### src/rtl/ysyx_22040931_hazard_sb_pkg.sv
// Shared encodings and default parameters for the decode-stage hazard unit.
package ysyx_22040931_hazard_sb_pkg;

  // Stall cause bit positions inside stall_cause
  localparam int STALL_RAW    = 0;
  localparam int STALL_WAW    = 1;
  localparam int STALL_STRUCT = 2;
  localparam int CAUSE_W      = 3;

  // One-hot cause encodings, zero when not stalling
  typedef enum logic [CAUSE_W-1:0] {
    CAUSE_NONE   = 3'b000,
    CAUSE_RAW    = 3'b001,
    CAUSE_WAW    = 3'b010,
    CAUSE_STRUCT = 3'b100
  } stall_cause_e;

  // Default parameter values
  localparam int DEF_XLEN    = 64;
  localparam int DEF_NREG    = 32;
  localparam int DEF_NRD     = 2;
  localparam int DEF_NFWD    = 2;
  localparam int DEF_MAXLONG = 4;
  localparam int DEF_CNTW    = 32;

endpackage

### src/rtl/ysyx_22040931_hazard_sb_fwd_sel.sv
// Single source-operand priority bypass mux. Stage 0 (youngest) wins over
// older stages, then the long-op writeback, then the register file.
module ysyx_22040931_hazard_sb_fwd_sel #(
  parameter int XLEN = 64,
  parameter int AW   = 5,
  parameter int NFWD = 2
) (
  input  logic              i_rs_ena,
  input  logic [AW-1:0]     i_rs_addr,
  input  logic [XLEN-1:0]   i_rf_data,
  input  logic [XLEN-1:0]   i_imm,
  input  logic [NFWD-1:0]   i_fwd_ena,
  input  logic [NFWD*AW-1:0]   i_fwd_addr,
  input  logic [NFWD*XLEN-1:0] i_fwd_data,
  input  logic [NFWD-1:0]   i_fwd_rdy,
  input  logic              i_done_ena,
  input  logic [AW-1:0]     i_done_addr,
  input  logic [XLEN-1:0]   i_done_data,
  output logic [XLEN-1:0]   o_op,
  output logic              o_hit_nrdy
);

  logic            w_hit;
  logic            w_frdy;
  logic [XLEN-1:0] w_fdata;

  // Find the youngest matching stage: walk oldest to youngest so the
  // lowest index overwrites.
  always_comb begin
    w_hit   = 1'b0;
    w_frdy  = 1'b1;
    w_fdata = '0;
    for (int k = NFWD-1; k >= 0; k--) begin
      if (i_fwd_ena[k] && (i_fwd_addr[k*AW +: AW] == i_rs_addr)) begin
        w_hit   = 1'b1;
        w_frdy  = i_fwd_rdy[k];
        w_fdata = i_fwd_data[k*XLEN +: XLEN];
      end
    end
  end

  // Operand select; x0 never bypasses and never waits on a stage
  always_comb begin
    o_op       = i_rf_data;
    o_hit_nrdy = 1'b0;
    if (!i_rs_ena) begin
      o_op = i_imm;
    end else if (i_rs_addr == '0) begin
      o_op = '0;
    end else if (w_hit) begin
      o_op       = w_fdata;
      o_hit_nrdy = ~w_frdy;
    end else if (i_done_ena && (i_done_addr == i_rs_addr)) begin
      o_op = i_done_data;
    end
  end

endmodule

### src/rtl/ysyx_22040931_hazard_sb.sv
// Decode-stage operand forwarding and hazard unit with a long-latency
// scoreboard, outstanding-op limit and saturating stall counter.
module ysyx_22040931_hazard_sb
  import ysyx_22040931_hazard_sb_pkg::*;
#(
  parameter int XLEN    = DEF_XLEN,
  parameter int NREG    = DEF_NREG,
  parameter int NRD     = DEF_NRD,
  parameter int NFWD    = DEF_NFWD,
  parameter int MAXLONG = DEF_MAXLONG,
  parameter int CNTW    = DEF_CNTW,
  localparam int AW     = $clog2(NREG),
  localparam int OW     = $clog2(MAXLONG+1)
) (
  input  logic                 clock,
  input  logic                 reset,
  input  logic                 id_valid,
  input  logic                 flush,
  input  logic [NRD-1:0]       rs_ena,
  input  logic [NRD*AW-1:0]    rs_addr,
  input  logic [NRD*XLEN-1:0]  rf_data,
  input  logic [XLEN-1:0]      imm,
  input  logic                 rd_ena,
  input  logic [AW-1:0]        rd_addr,
  input  logic                 id_long,
  input  logic [NFWD-1:0]      fwd_ena,
  input  logic [NFWD*AW-1:0]   fwd_addr,
  input  logic [NFWD*XLEN-1:0] fwd_data,
  input  logic [NFWD-1:0]      fwd_rdy,
  input  logic                 done_ena,
  input  logic [AW-1:0]        done_addr,
  input  logic [XLEN-1:0]      done_data,
  output logic [NRD*XLEN-1:0]  op_data,
  output logic                 stall,
  output logic [CAUSE_W-1:0]   stall_cause,
  output logic [NREG-1:0]      pend_vec,
  output logic [OW-1:0]        outstanding,
  output logic [CNTW-1:0]      stall_cnt
);

  logic [NREG-1:0] r_pend;
  logic [OW-1:0]   r_out;
  logic [CNTW-1:0] r_cnt;

  logic [NRD-1:0]  w_fwd_nrdy;
  logic [NRD-1:0]  w_sb_hit;
  logic            w_raw, w_waw, w_struct;
  logic            w_issue, w_set, w_done, w_inc;
  logic [NREG-1:0] w_pend_nxt;
  logic [OW-1:0]   w_out_nxt;

  // Per-port bypass mux plus scoreboard lookup
  for (genvar g = 0; g < NRD; g++) begin : gen_port
    logic [AW-1:0] w_a;
    assign w_a = rs_addr[g*AW +: AW];

    ysyx_22040931_hazard_sb_fwd_sel #(
      .XLEN (XLEN),
      .AW   (AW),
      .NFWD (NFWD)
    ) u_sel (
      .i_rs_ena    (rs_ena[g]),
      .i_rs_addr   (w_a),
      .i_rf_data   (rf_data[g*XLEN +: XLEN]),
      .i_imm       (imm),
      .i_fwd_ena   (fwd_ena),
      .i_fwd_addr  (fwd_addr),
      .i_fwd_data  (fwd_data),
      .i_fwd_rdy   (fwd_rdy),
      .i_done_ena  (done_ena),
      .i_done_addr (done_addr),
      .i_done_data (done_data),
      .o_op        (op_data[g*XLEN +: XLEN]),
      .o_hit_nrdy  (w_fwd_nrdy[g])
    );

    // Pending register not being written back this very cycle
    assign w_sb_hit[g] = rs_ena[g] && (w_a != '0) && r_pend[w_a] &&
                         !(done_ena && (done_addr == w_a));
  end

  assign w_raw    = |w_fwd_nrdy || |w_sb_hit;
  assign w_waw    = rd_ena && (rd_addr != '0) && r_pend[rd_addr] &&
                    !(done_ena && (done_addr == rd_addr));
  assign w_struct = id_long && (r_out == OW'(MAXLONG)) && !done_ena;
  assign stall    = id_valid && !flush && (w_raw || w_waw || w_struct);

  // Report only the highest-priority cause
  always_comb begin
    stall_cause = CAUSE_NONE;
    if (stall) begin
      if (w_raw)      stall_cause = CAUSE_RAW;
      else if (w_waw) stall_cause = CAUSE_WAW;
      else            stall_cause = CAUSE_STRUCT;
    end
  end

  // Any issued long op occupies a slot, even with rd=x0; only real
  // destinations get a pending bit.
  assign w_issue = id_valid && !stall && !flush && id_long;
  assign w_set   = w_issue && rd_ena && (rd_addr != '0);
  assign w_done  = done_ena && (r_out != '0);
  assign w_inc   = w_issue && ((r_out != OW'(MAXLONG)) || w_done);

  // Scoreboard next state: clear then set, so same-register issue+done keeps the bit
  always_comb begin
    w_pend_nxt = r_pend;
    if (w_done) w_pend_nxt[done_addr] = 1'b0;
    if (w_set)  w_pend_nxt[rd_addr]   = 1'b1;
    w_pend_nxt[0] = 1'b0;
    w_out_nxt = r_out;
    if (w_inc && !w_done)      w_out_nxt = r_out + 1'b1;
    else if (!w_inc && w_done) w_out_nxt = r_out - 1'b1;
  end

  // Scoreboard, outstanding count and saturating stall counter
  always_ff @(posedge clock or negedge reset) begin
    if (!reset) begin
      r_pend <= '0;
      r_out  <= '0;
      r_cnt  <= '0;
    end else begin
      r_pend <= w_pend_nxt;
      r_out  <= w_out_nxt;
      if (stall && (r_cnt != '1)) r_cnt <= r_cnt + 1'b1;
    end
  end

  // A writeback with nothing in flight indicates an upstream bug
  a_done_underflow: assert property (@(posedge clock) disable iff (!reset)
    done_ena |-> (r_out != '0));

  assign pend_vec    = r_pend;
  assign outstanding = r_out;
  assign stall_cnt   = r_cnt;

endmodule
### config.mk
export PLATFORM = sky130hd
export DESIGN_NAME = ysyx_22040931_hazard_sb
export DESIGN_NICKNAME = d
export VERILOG_FILES = /design/src/rtl/ysyx_22040931_hazard_sb_pkg.sv /design/src/rtl/ysyx_22040931_hazard_sb_fwd_sel.sv /design/src/rtl/ysyx_22040931_hazard_sb.sv
export SDC_FILE = /design/constraint.sdc
export NUM_CORES = 1
export LEC_CHECK = 0
export ABC_AREA = 0
export ABC_CLOCK_PERIOD_IN_PS = 7800
export CORE_AREA = 8 8 236 238
export CTS_BUF_LIST = sky130_fd_sc_hd__clkbuf_8
export DETAILED_ROUTE_END_ITERATION = 10
export DIE_AREA = 0 0 244 246
export GPL_ROUTABILITY_DRIVEN = 0
export PLACE_DENSITY = 0.56
export REMOVE_ABC_BUFFERS = 1
export SLEW_MARGIN = 5
export SYNTH_ARGS = -nofsm -noshare
export SYNTH_HDL_FRONTEND = slang
export SYNTH_SLANG_ARGS = --single-unit
### constraint.sdc
create_clock -name clock -period 7.8 [get_ports clock]
set_input_delay 1.95 -clock clock [delete_from_list [all_inputs] [get_ports clock]]
set_output_delay 1.95 -clock clock [all_outputs]
set_load 0.1 [all_outputs]
# == Yosys cells after proc, flatten, opt, wreduce, memory -nomap -nowiden ==
# Cells that the tools add are included.
# word_totals
regBits,66
out_inout_bits,199
input_bits,427
elab_cells,123
# op_classes
n_reduce_logical,53
add_sub_neg,3
eq_ne,10
bitwise,5
mux,43
n_lt_le_gt_ge,6
# ops
cell,count
64-bit 2-to-1 mux,12
32-bit 2-to-1 mux,2
5-bit equality test,7
"32-bit by 1-bit adder with 32-bit output, second input constant",1
32-bit bitwise AND,1
1-bit logical AND,32
"32-bit inequality test, second input constant",1
32-bit inverter,1
32-bit OR,1
"5-bit by 6-bit less-than comparator with 1-bit output, second input constant",4
1-bit 2-to-1 mux,19
1-bit binary-select mux with 5-bit select,3
3-bit 2-to-1 mux,5
5-bit nonzero test,3
1-bit demux with 5-bit select,2
"5-bit by 1-bit >= comparator with 1-bit output, second input constant",2
5-bit logical NOT,2
1-bit logical NOT,8
1-bit logical OR,4
2-bit OR reduction,2
"3-bit by 1-bit adder with 3-bit output, second input constant",1
"3-bit equality test, second input constant",1
"3-bit inequality test, second input constant",1
3-bit nonzero test,1
other kinds (3),4

# == Longest topological paths before layout ==
# Gate-level depths: netlist of the first run.
# depth
word_depth,22
depth_mapped,16
ltp_nobuf,13

# == Cells and area by module ==
# From an unflattened synthesis of the first run, not the netlist that was laid out.
# unflattened
hier_cells,1368
area_unflattened_um2,11177.0
# by_module_without_submodules
mod,seq_area_each_um2,cells_per_inst,area_each_um2,n_inst
ysyx_22040931_hazard_sb_fwd_sel,0.0,469,3484.6,2
ysyx_22040931_hazard_sb,1651.6,430,4207.8,1

# == Least setup slack after synthesis of the first run ==
# OpenSTA, ideal clock, no wires.
# synth_timing
path_kind,input to output
startpoint,in rs_addr[5]
endpoint,out op_data[107]
slack_ns,0.256
n_path_buf,4
cell_stages,11
arrival_ns,5.594
required_ns,5.850
cell_sequence,buf_2 buf_2 xor2_1 nor4_1 and3_1 clkbuf_1 buf_1 mux2i_1 a211oi_1 a21oi_1 o22ai_1
# synth_via
elab_chain_cells,7
word_cells_on_any_way,15
cone_classes,eq/ne (3); mux (8); reduce/logical (4)
# synth_lines
item,line,text
start: declaration,ysyx_22040931_hazard_sb.sv:20,"input logic [NRD*AW-1:0] rs_addr,"
5-bit equality test,ysyx_22040931_hazard_sb_fwd_sel.sv:34,if (i_fwd_ena[k] && (i_fwd_addr[k*AW +: AW] == i_rs_addr)) begin
1-bit logical AND,ysyx_22040931_hazard_sb_fwd_sel.sv:34,
64-bit 2-to-1 mux or 1-bit 2-to-1 mux (tied branches) (2 in a row),ysyx_22040931_hazard_sb_fwd_sel.sv:34,
64-bit 2-to-1 mux,ysyx_22040931_hazard_sb_fwd_sel.sv:50,end else if (w_hit) begin
64-bit 2-to-1 mux (*),ysyx_22040931_hazard_sb_fwd_sel.sv:48,end else if (i_rs_addr == '0) begin
64-bit 2-to-1 mux (*),ysyx_22040931_hazard_sb_fwd_sel.sv:46,if (!i_rs_ena) begin
end: declaration,ysyx_22040931_hazard_sb.sv:33,"output logic [NRD*XLEN-1:0] op_data,"
# Every way passes the cells marked *; elsewhere a longest branch is shown, timed or not.

# == Final worst setup path of the first run ==
# layout_timing
startpoint,in rs_addr[5]
endpoint,out stall_cause[1]
# layout_via
elab_chain_cells,14
word_cells_on_any_way,30
cone_classes,eq/ne (3); mux (11); bitwise (1); reduce/logical (15)
# layout_lines
item,line,text
5-bit equality test,ysyx_22040931_hazard_sb_fwd_sel.sv:34,
1-bit logical AND,ysyx_22040931_hazard_sb_fwd_sel.sv:34,
1-bit 2-to-1 mux (2 in a row),ysyx_22040931_hazard_sb_fwd_sel.sv:34,
1-bit inverter,ysyx_22040931_hazard_sb_fwd_sel.sv:52,o_hit_nrdy = ~w_frdy;
1-bit 2-to-1 mux,ysyx_22040931_hazard_sb_fwd_sel.sv:50,
1-bit 2-to-1 mux,ysyx_22040931_hazard_sb_fwd_sel.sv:48,
1-bit 2-to-1 mux,ysyx_22040931_hazard_sb_fwd_sel.sv:46,
2-bit OR reduction,ysyx_22040931_hazard_sb.sv:82,assign w_raw = |w_fwd_nrdy || |w_sb_hit;
1-bit logical OR (*),ysyx_22040931_hazard_sb.sv:82,
1-bit logical OR (2 in a row),ysyx_22040931_hazard_sb.sv:86,assign stall = id_valid && !flush && (w_raw || w_waw || w_struct);
1-bit logical AND,ysyx_22040931_hazard_sb.sv:86,
3-bit 2-to-1 mux (*),ysyx_22040931_hazard_sb.sv:91,if (stall) begin
end: declaration,ysyx_22040931_hazard_sb.sv:35,"output logic [CAUSE_W-1:0] stall_cause,"
# Every way passes the cells marked *; elsewhere a longest branch is shown, timed or not. The select of a mux whose other input is x is not followed.

==> results of run 1 <==
[worst max-delay path: stages]
cell             delay, ns
clkdlybuf4s50_1       0.97
mux4_2                0.60
mux2_2                0.28
a211o_1               0.30
a32oi_2               0.36
nand2_1               0.12
nor3_1                0.35
buf_12                0.23
[per-layer routing]
metal / wire [um] / share of wire, %
met5: 106 / 0.15
met2: 33990 / 49
met3: 5658 / 8.2
met1: 26830 / 39
met4: 2170 / 3.2
[Yosys cell counts (all sizes together) (2+ instances only)]
cell	number
o31ai	18
mux2i	148
xor2	24
a21oi	131
a211o	2
and2	7
or2	3
nand3	20
nand4	21
o22ai	132
ha	2
buf	36
a211oi	128
nand3b	10
nand2b	2
dfrtp	66
or3	5
inv	73
nor2	148
o41ai	17
clkbuf	99
nor3	13
o21ai	34
mux4	12
mux2	8
nand4b	2
a311oi	4
or3b	5
xnor2	45
nor2b	7
nor4	6
and3	17
nand2	28
[final timing paths]
kind / from / depth (start not counted) / slack, ns / end
setup / recovery: rs_addr[5] / 8 / 0.68 / stall_cause[1]
hold / removal: stall_cnt[14]$_DFFE_PN0P_ / 1 / 0.50 / stall_cnt[14]$_DFFE_PN0P_
setup reg to reg: pend_vec[14]$_DFF_PN0_ / 13 / 4.14 / outstanding[2]$_DFFE_PN0P_
hold reg to reg: stall_cnt[14]$_DFFE_PN0P_ / 1 / 0.50 / stall_cnt[14]$_DFFE_PN0P_
max in group asynchronous: reset / 2 / 5.42 / stall_cnt[18]$_DFFE_PN0P_
min in group asynchronous: reset / 2 / 1.76 / pend_vec[12]$_DFF_PN0_
[flip-flops by register name, indices dropped and copies added, names as in the netlist]
register     count
outstanding      3
stall_cnt       32
pend_vec        31
[layout make-up]
class	instances	area share [%]
Timing Repair Buffer	664	44.10
Multi-Input combinational cell	1010	39.20
Clock buffer	12	0.9167
Inverter	73	1.521
Antenna cell	16	0.2222
Sequential cell	66	9.167
Tap cell	688	4.778
Clock inverter	4	0.09722
[cell families (layout without fill, tap and decap cells)]
kind of cell / after synthesis / count (layout) / share of synthesized area (%)
adders and majority gates: 3 / 3 / 0.4751
DFF: 66 / 66 / 17.42
xor gates and xnor gates: 69 / 69 / 6.375
buffers and inverters: 208 / 753 / 8.447
other: 1 / 17 / 0.03956
AOI/OAI and AO/OA: 472 / 472 / 32.85
muxes: 168 / 168 / 19.43
and+or+nand+nor: 297 / 297 / 14.97
[power groups by stage]
| stage | logic, W | clock network, W | registers, W |
|---|---|---|---|
| detailed placement | 0.00170 | 0 | 0.000425 |
| floorplan | 0.000750 | 0 | 0.000620 |
| CTS | 0.00171 | 0.000281 | 0.000420 |
| global route | 0.00176 | 0.000291 | 0.000425 |
| global placement | 0.00169 | 0 | 0.000424 |
| finish | 0.00170 | 0.000272 | 0.000421 |
[through the flow]
stage                     util [%]  hold WS, ns  setup WS (ns)
after floorplan                  -        1.047         -6.077
after global placement       34.20       0.4843         0.7265
after detailed placement     34.20       0.4906         0.7061
after CTS                    34.56       0.5034         0.6798
after global routing         34.61       0.5366         0.5394
final                        34.63       0.4963         0.6814
==> flow_summary_export.csv, run 1 <==
group,metric,value,unit
outcome,run_status,"finished clean",
clock_tree,tritoncts,"built",
critical_path,critPathCaptureType,"output pin",
timing,fin_setup_tns,0,ns
pwr,p_per_area,133.0,nW/um^2
pwr,p_sw_share,52.63,%
place,hpwl,54580,um
pwr,peakVddDrop,0.2462,mV
clock_tree,post_cts_buffers,0,
grt,antenna_found_initial,26,
cells_and_area,fill_cells,5371,
yosys,synth_top_cell_area_share,17.42,%
route,route.detailed.drc,0,
floorplanning,row_count,84,
yosys,synth_edf_count,0,
cells_and_area,area_growth,90.05,%
critical_path,worstPathRequired,5.85,ns
yosys,yosysWarningCount,0,
cells_and_area,final_cell_mix,"489 x clkdlybuf4s50_1, 148 x mux2i_1, 148 x nor2_1",
floorplanning,die_h,246,um
cells_and_area,layout-drive-gt1-share,13.01,%
route,wirelength,68760,um
route,first_pass_iters,5,
yosys,synth_top_cell_by_area,"dfrtp_1",
cells_and_area,final_area,18020,sq um
timing,relSlewSlack,28.86,%
route,drt-initial-drc-count,984,
route,postRouteAntennaNets,0,
pwr,p_switching,0.001261,W
yosys,synth_seq_cells,66,
timing,worstMarginPinSlew,1.064,ns
grt,grt-ovfl-total,0,
pwr,cellLeakagePower,6.731,nW
pwr,pwr-share-comb,71.1,%
grt,grt_max_degree,73,
yosys,ys_seq_area_share,17.42,%
grt,gr-usage-met3,5.696,%
cells_and_area,multi_input_area,7063,sq um
clock_tree,cts.sinks,66,
pwr,p_clk_share,11.3,%
floorplanning,start_util,18.22,%
grt,grt_busiest_layer,"met2",
timing,max_freq,140.5,MHz
floorplanning,die_x,244,um
floorplanning,die-area,60020,sq um
grt,met1_usage,25.31,%
grt,first_global_vias,13160,
clock_tree,cts_resized,0,
clock_tree,cts_max_level,3,
pwr,seq_power_share,17.6,%
clock_tree,clock_latency,0.36,ns
critical_path,cp-start-kind,"primary input",
cells_and_area,nNetsFinal,2254,
route,vias,13160,
place,io_buffers,624,
critical_path,critPathKind,"primary input to output pin",
timing,hold_viol,0,
pwr,p_total,0.002396,W
cells_and_area,final_common_cell,"clkdlybuf4s50_1",
pwr,internal_power,0.001135,W
clock_tree,cts_buffer_depth,2,
timing,finalSetupViolations,0,
yosys,syn_area,9480,sq um
grt,grt_first_pass_wirelength,96360,um
place,placed_cells,2501,
clock_tree,cts-root-buf,"clkbuf_8",
worst_hold_path,hp-class,"register to register",
place,place_area,17790,sq um
route,wl_per_cell,27.14,um
route,viasPerCell,5.194,
clock_tree,clkSlewWorstSetupHoldPaths,0.07,ns
clock_tree,cts_made_buffers,9,
critical_path,crit_path_max_fanout,14,
job,drv_cap,0,
yosys,yosysUniqueCellTypes,49,
clock_tree,hold_buffers,0,
grt,grt_use_met2,36.83,%
cells_and_area,regArea,1652,sq um
yosys,synth_async_sr_flop_share,100.0,%
timing,final.period_utilization,91.26,%
yosys,synth_top_flop_cell,"dfrtp_1",
timing,fin_crit,7.119,ns
yosys,synth_cells,1284,
cells_and_area,layoutNonFillerInstCount,2533,
grt,grt_usage,21.28,%
timing,rsz0062_at_grt,"no",
timing,slew_viol_final,0,
critical_path,cp.arrival,5.17,ns
yosys,synth.area.top_cells,"dfrtp_1 17%, mux2i_1 16%, a211oi_1 10%",
yosys,avgSynthCellArea,7.383,sq um
timing,finClkSkew,0.008316,ns
floorplanning,ios,626,
floorplanning,design.core.area,52020,sq um
(Power assumes the default switching activity.)
==> run 2: changes to the inputs <==
--- a/config.mk
+++ b/config.mk
@@ -12,6 +12,7 @@
 export DETAILED_ROUTE_END_ITERATION = 10
 export DIE_AREA = 0 0 244 246
 export GPL_ROUTABILITY_DRIVEN = 0
+export HOLD_SLACK_MARGIN = 0.02
 export PLACE_DENSITY = 0.56
 export REMOVE_ABC_BUFFERS = 1
 export SLEW_MARGIN = 5
==> results of run 2 <==
Final layout, timing and power as in run 1 (identical DEF).
==> run 3: changes to the inputs <==
--- a/config.mk
+++ b/config.mk
@@ -7,15 +7,14 @@
 export LEC_CHECK = 0
 export ABC_AREA = 0
 export ABC_CLOCK_PERIOD_IN_PS = 7800
-export CORE_AREA = 8 8 236 238
+export CORE_AREA = 8 8 240 242
 export CTS_BUF_LIST = sky130_fd_sc_hd__clkbuf_8
 export DETAILED_ROUTE_END_ITERATION = 10
-export DIE_AREA = 0 0 244 246
+export DIE_AREA = 0 0 248 250
 export GPL_ROUTABILITY_DRIVEN = 0
 export HOLD_SLACK_MARGIN = 0.02
-export PLACE_DENSITY = 0.56
+export PLACE_DENSITY = 0.54
 export REMOVE_ABC_BUFFERS = 1
-export SLEW_MARGIN = 5
 export SYNTH_ARGS = -nofsm -noshare
 export SYNTH_HDL_FRONTEND = slang
 export SYNTH_SLANG_ARGS = --single-unit
==> run 3 against run 2 <==
Net effect: clock power is 11% higher; cell count rose by 0.91%; global-route usage up 0.37 points; critical path type unchanged.
==> flow_summary_export.csv, run 3 (synthesis gave the netlist of run 1 again) <==
group,metric,value,unit
critical_path,cp.arrival,5.04,ns
critical_path,worstPathRequired,5.85,ns
critical_path,cp_num_buf_inv,3,
critical_path,cp_top_family,"buffers and inverters",
worst_hold_path,hp-class,"register to register",
critical_path,critPathMostFrequentCell,"buf_12",
job,drv_cap,0,
timing,finalSetupViolations,0,
clock_tree,hold_buffers,0,
clock_tree,cts_resized,0,
timing,final.period_utilization,89.67,%
grt,grt_max_degree,75,
pwr,internal_power,0.001173,W
critical_path,path_cells,"clkdlybuf4s50_1, xor2_1, nor4_1, and3_4, buf_12, mux2i_1, a211oi_1, a21oi_1, o22ai_1, buf_12",
critical_path,critPathKind,"primary input to output pin",
timing,worstMarginPinSlew,1.056,ns
grt,first_global_vias,13240,
route,first_pass_iters,7,
timing,max_freq,143.0,MHz
timing,slew_viol_final,0,
critical_path,cp-startpoint,"rs_addr[5]",
pwr,pwr-share-comb,70.5,%
place,dp_slack,0.7882,ns
pwr,seq_power_share,17.2,%
pwr,p_per_area,134.6,nW/um^2
cells_and_area,layout-drive-gt1-share,13.02,%
floorplanning,start_util,17.72,%
floorplanning,die_x,248,um
timing,setup_slack,0.8059,ns
cells_and_area,area_growth,91.20,%
critical_path,worstReg2RegStart,"pend_vec[13]$_DFF_PN0_",
timing,fin_setup_tns,0,ns
pwr,p_clk_share,12.4,%
critical_path,regToRegEndpoint,"outstanding[2]$_DFFE_PN0P_",
cells_and_area,final_common_cell,"clkdlybuf4s50_1",
route,route.detailed.drc,0,
place,hpwl,56950,um
grt,grt_usage,21.65,%
floorplanning,ios,626,
critical_path,path_depth,10,
timing,relSlewSlack,29.40,%
cells_and_area,final_util,33.88,%
clock_tree,post_cts_buffers,0,
critical_path,cp-start-kind,"primary input",
floorplanning,die_h,250,um
grt,grt-ovfl-total,0,
pwr,p_switching,0.001267,W
clock_tree,tritoncts,"built",
clock_tree,clkSlewWorstSetupHoldPaths,0.07,ns
pwr,peakVddDrop,0.1647,mV
place,io_buffers,624,
timing,finClkSkew,0.008609,ns
clock_tree,cts_buffer_depth,2,
route,wirelength,71850,um
clock_tree,clock_latency,0.36,ns
route,drt-initial-drc-count,963,
grt,antenna_found_initial,55,
cells_and_area,layoutNonFillerInstCount,2556,
timing,holdWs,0.5010,ns
critical_path,rrSetupSlack,4.13,ns
route,postRouteAntennaNets,0,
grt,grt_first_pass_wirelength,99150,um
critical_path,critical_path.endpoint,"op_data[117]",
critical_path,crit_path_max_fanout,34,
pwr,cellLeakagePower,6.757,nW
route,wl_per_cell,28.11,um
pwr,p_sw_share,51.92,%
cells_and_area,largest_register_ffs,32,
floorplanning,design.core.area,53500,sq um
clock_tree,cts.sinks,66,
cells_and_area,final_cell_mix,"489 x clkdlybuf4s50_1, 148 x mux2i_1, 148 x nor2_1",
critical_path,slowest_stage,"clkdlybuf4s50_1",
critical_path,cpPeakStageDelay,0.66,ns
critical_path,critPathCaptureType,"output pin",
place,placed_cells,2509,
cells_and_area,nNetsFinal,2254,
floorplanning,die-area,62000,sq um
timing,fin_crit,6.994,ns
cells_and_area,fill_cells,5523,
clock_tree,cts_max_level,3,
floorplanning,row_count,85,
route,vias,13380,
clock_tree,cts-root-buf,"clkbuf_8",
clock_tree,cts_made_buffers,9,
timing,rsz0062_at_grt,"no",
outcome,run_status,"finished clean",
critical_path,r2r_cells,13,
route,viasPerCell,5.235,
timing,hold_viol,0,
run 3: layout make-up:
cell class              count  area [sq um]  area share [%]
diodes                     32         80.08          0.4418
inverters                  73         274.0           1.512
multi-input cells        1010          7063           38.97
clock buffers              12         165.2          0.9112
clock inverters             3         38.79          0.2140
well taps                 696         870.8           4.804
repair buffers            664          7983           44.04
flip-flops and latches     66          1652           9.112
run 3: worst min path at each step:
stage                                endpoint                 startpoint  cells after the start  slack (ns)
global placement    stall_cnt[29]$_DFFE_PN0P_  stall_cnt[29]$_DFFE_PN0P_                      1        0.48
finish              stall_cnt[12]$_DFFE_PN0P_  stall_cnt[12]$_DFFE_PN0P_                      1        0.50
CTS                 stall_cnt[12]$_DFFE_PN0P_  stall_cnt[12]$_DFFE_PN0P_                      1        0.51
floorplan           stall_cnt[14]$_DFFE_PN0P_  stall_cnt[14]$_DFFE_PN0P_                      1        1.05
detailed placement  stall_cnt[12]$_DFFE_PN0P_  stall_cnt[12]$_DFFE_PN0P_                      1        0.49
global route        stall_cnt[24]$_DFFE_PN0P_  stall_cnt[24]$_DFFE_PN0P_                      1        0.54
run 3: power groups by stage:
stage               clock, W  combinational, W  sequential [W]
finish              0.000302           0.00172        0.000419
global route        0.000323           0.00178        0.000423
CTS                 0.000310           0.00172        0.000418
detailed placement         0           0.00172        0.000422
global placement           0           0.00171        0.000422
floorplan                  0          0.000750        0.000620
run 3: stage by stage:
step	cell area [sq um]	total power (W)
global route	18100	0.002525
floorplan	8954	0.001370
finish	18130	0.002440
CTS	18050	0.002452
detailed placement	17840	0.002140
global placement	17840	0.002131
run 3: per-layer routing:
layer  wire (um)  GRT usage, %  up-vias
li1            -             -     5964
met1       26110         24.08     6464
met2       34490         36.24      767
met3        7809         7.360      157
met4        3274         11.08       28
met5         176             0        -
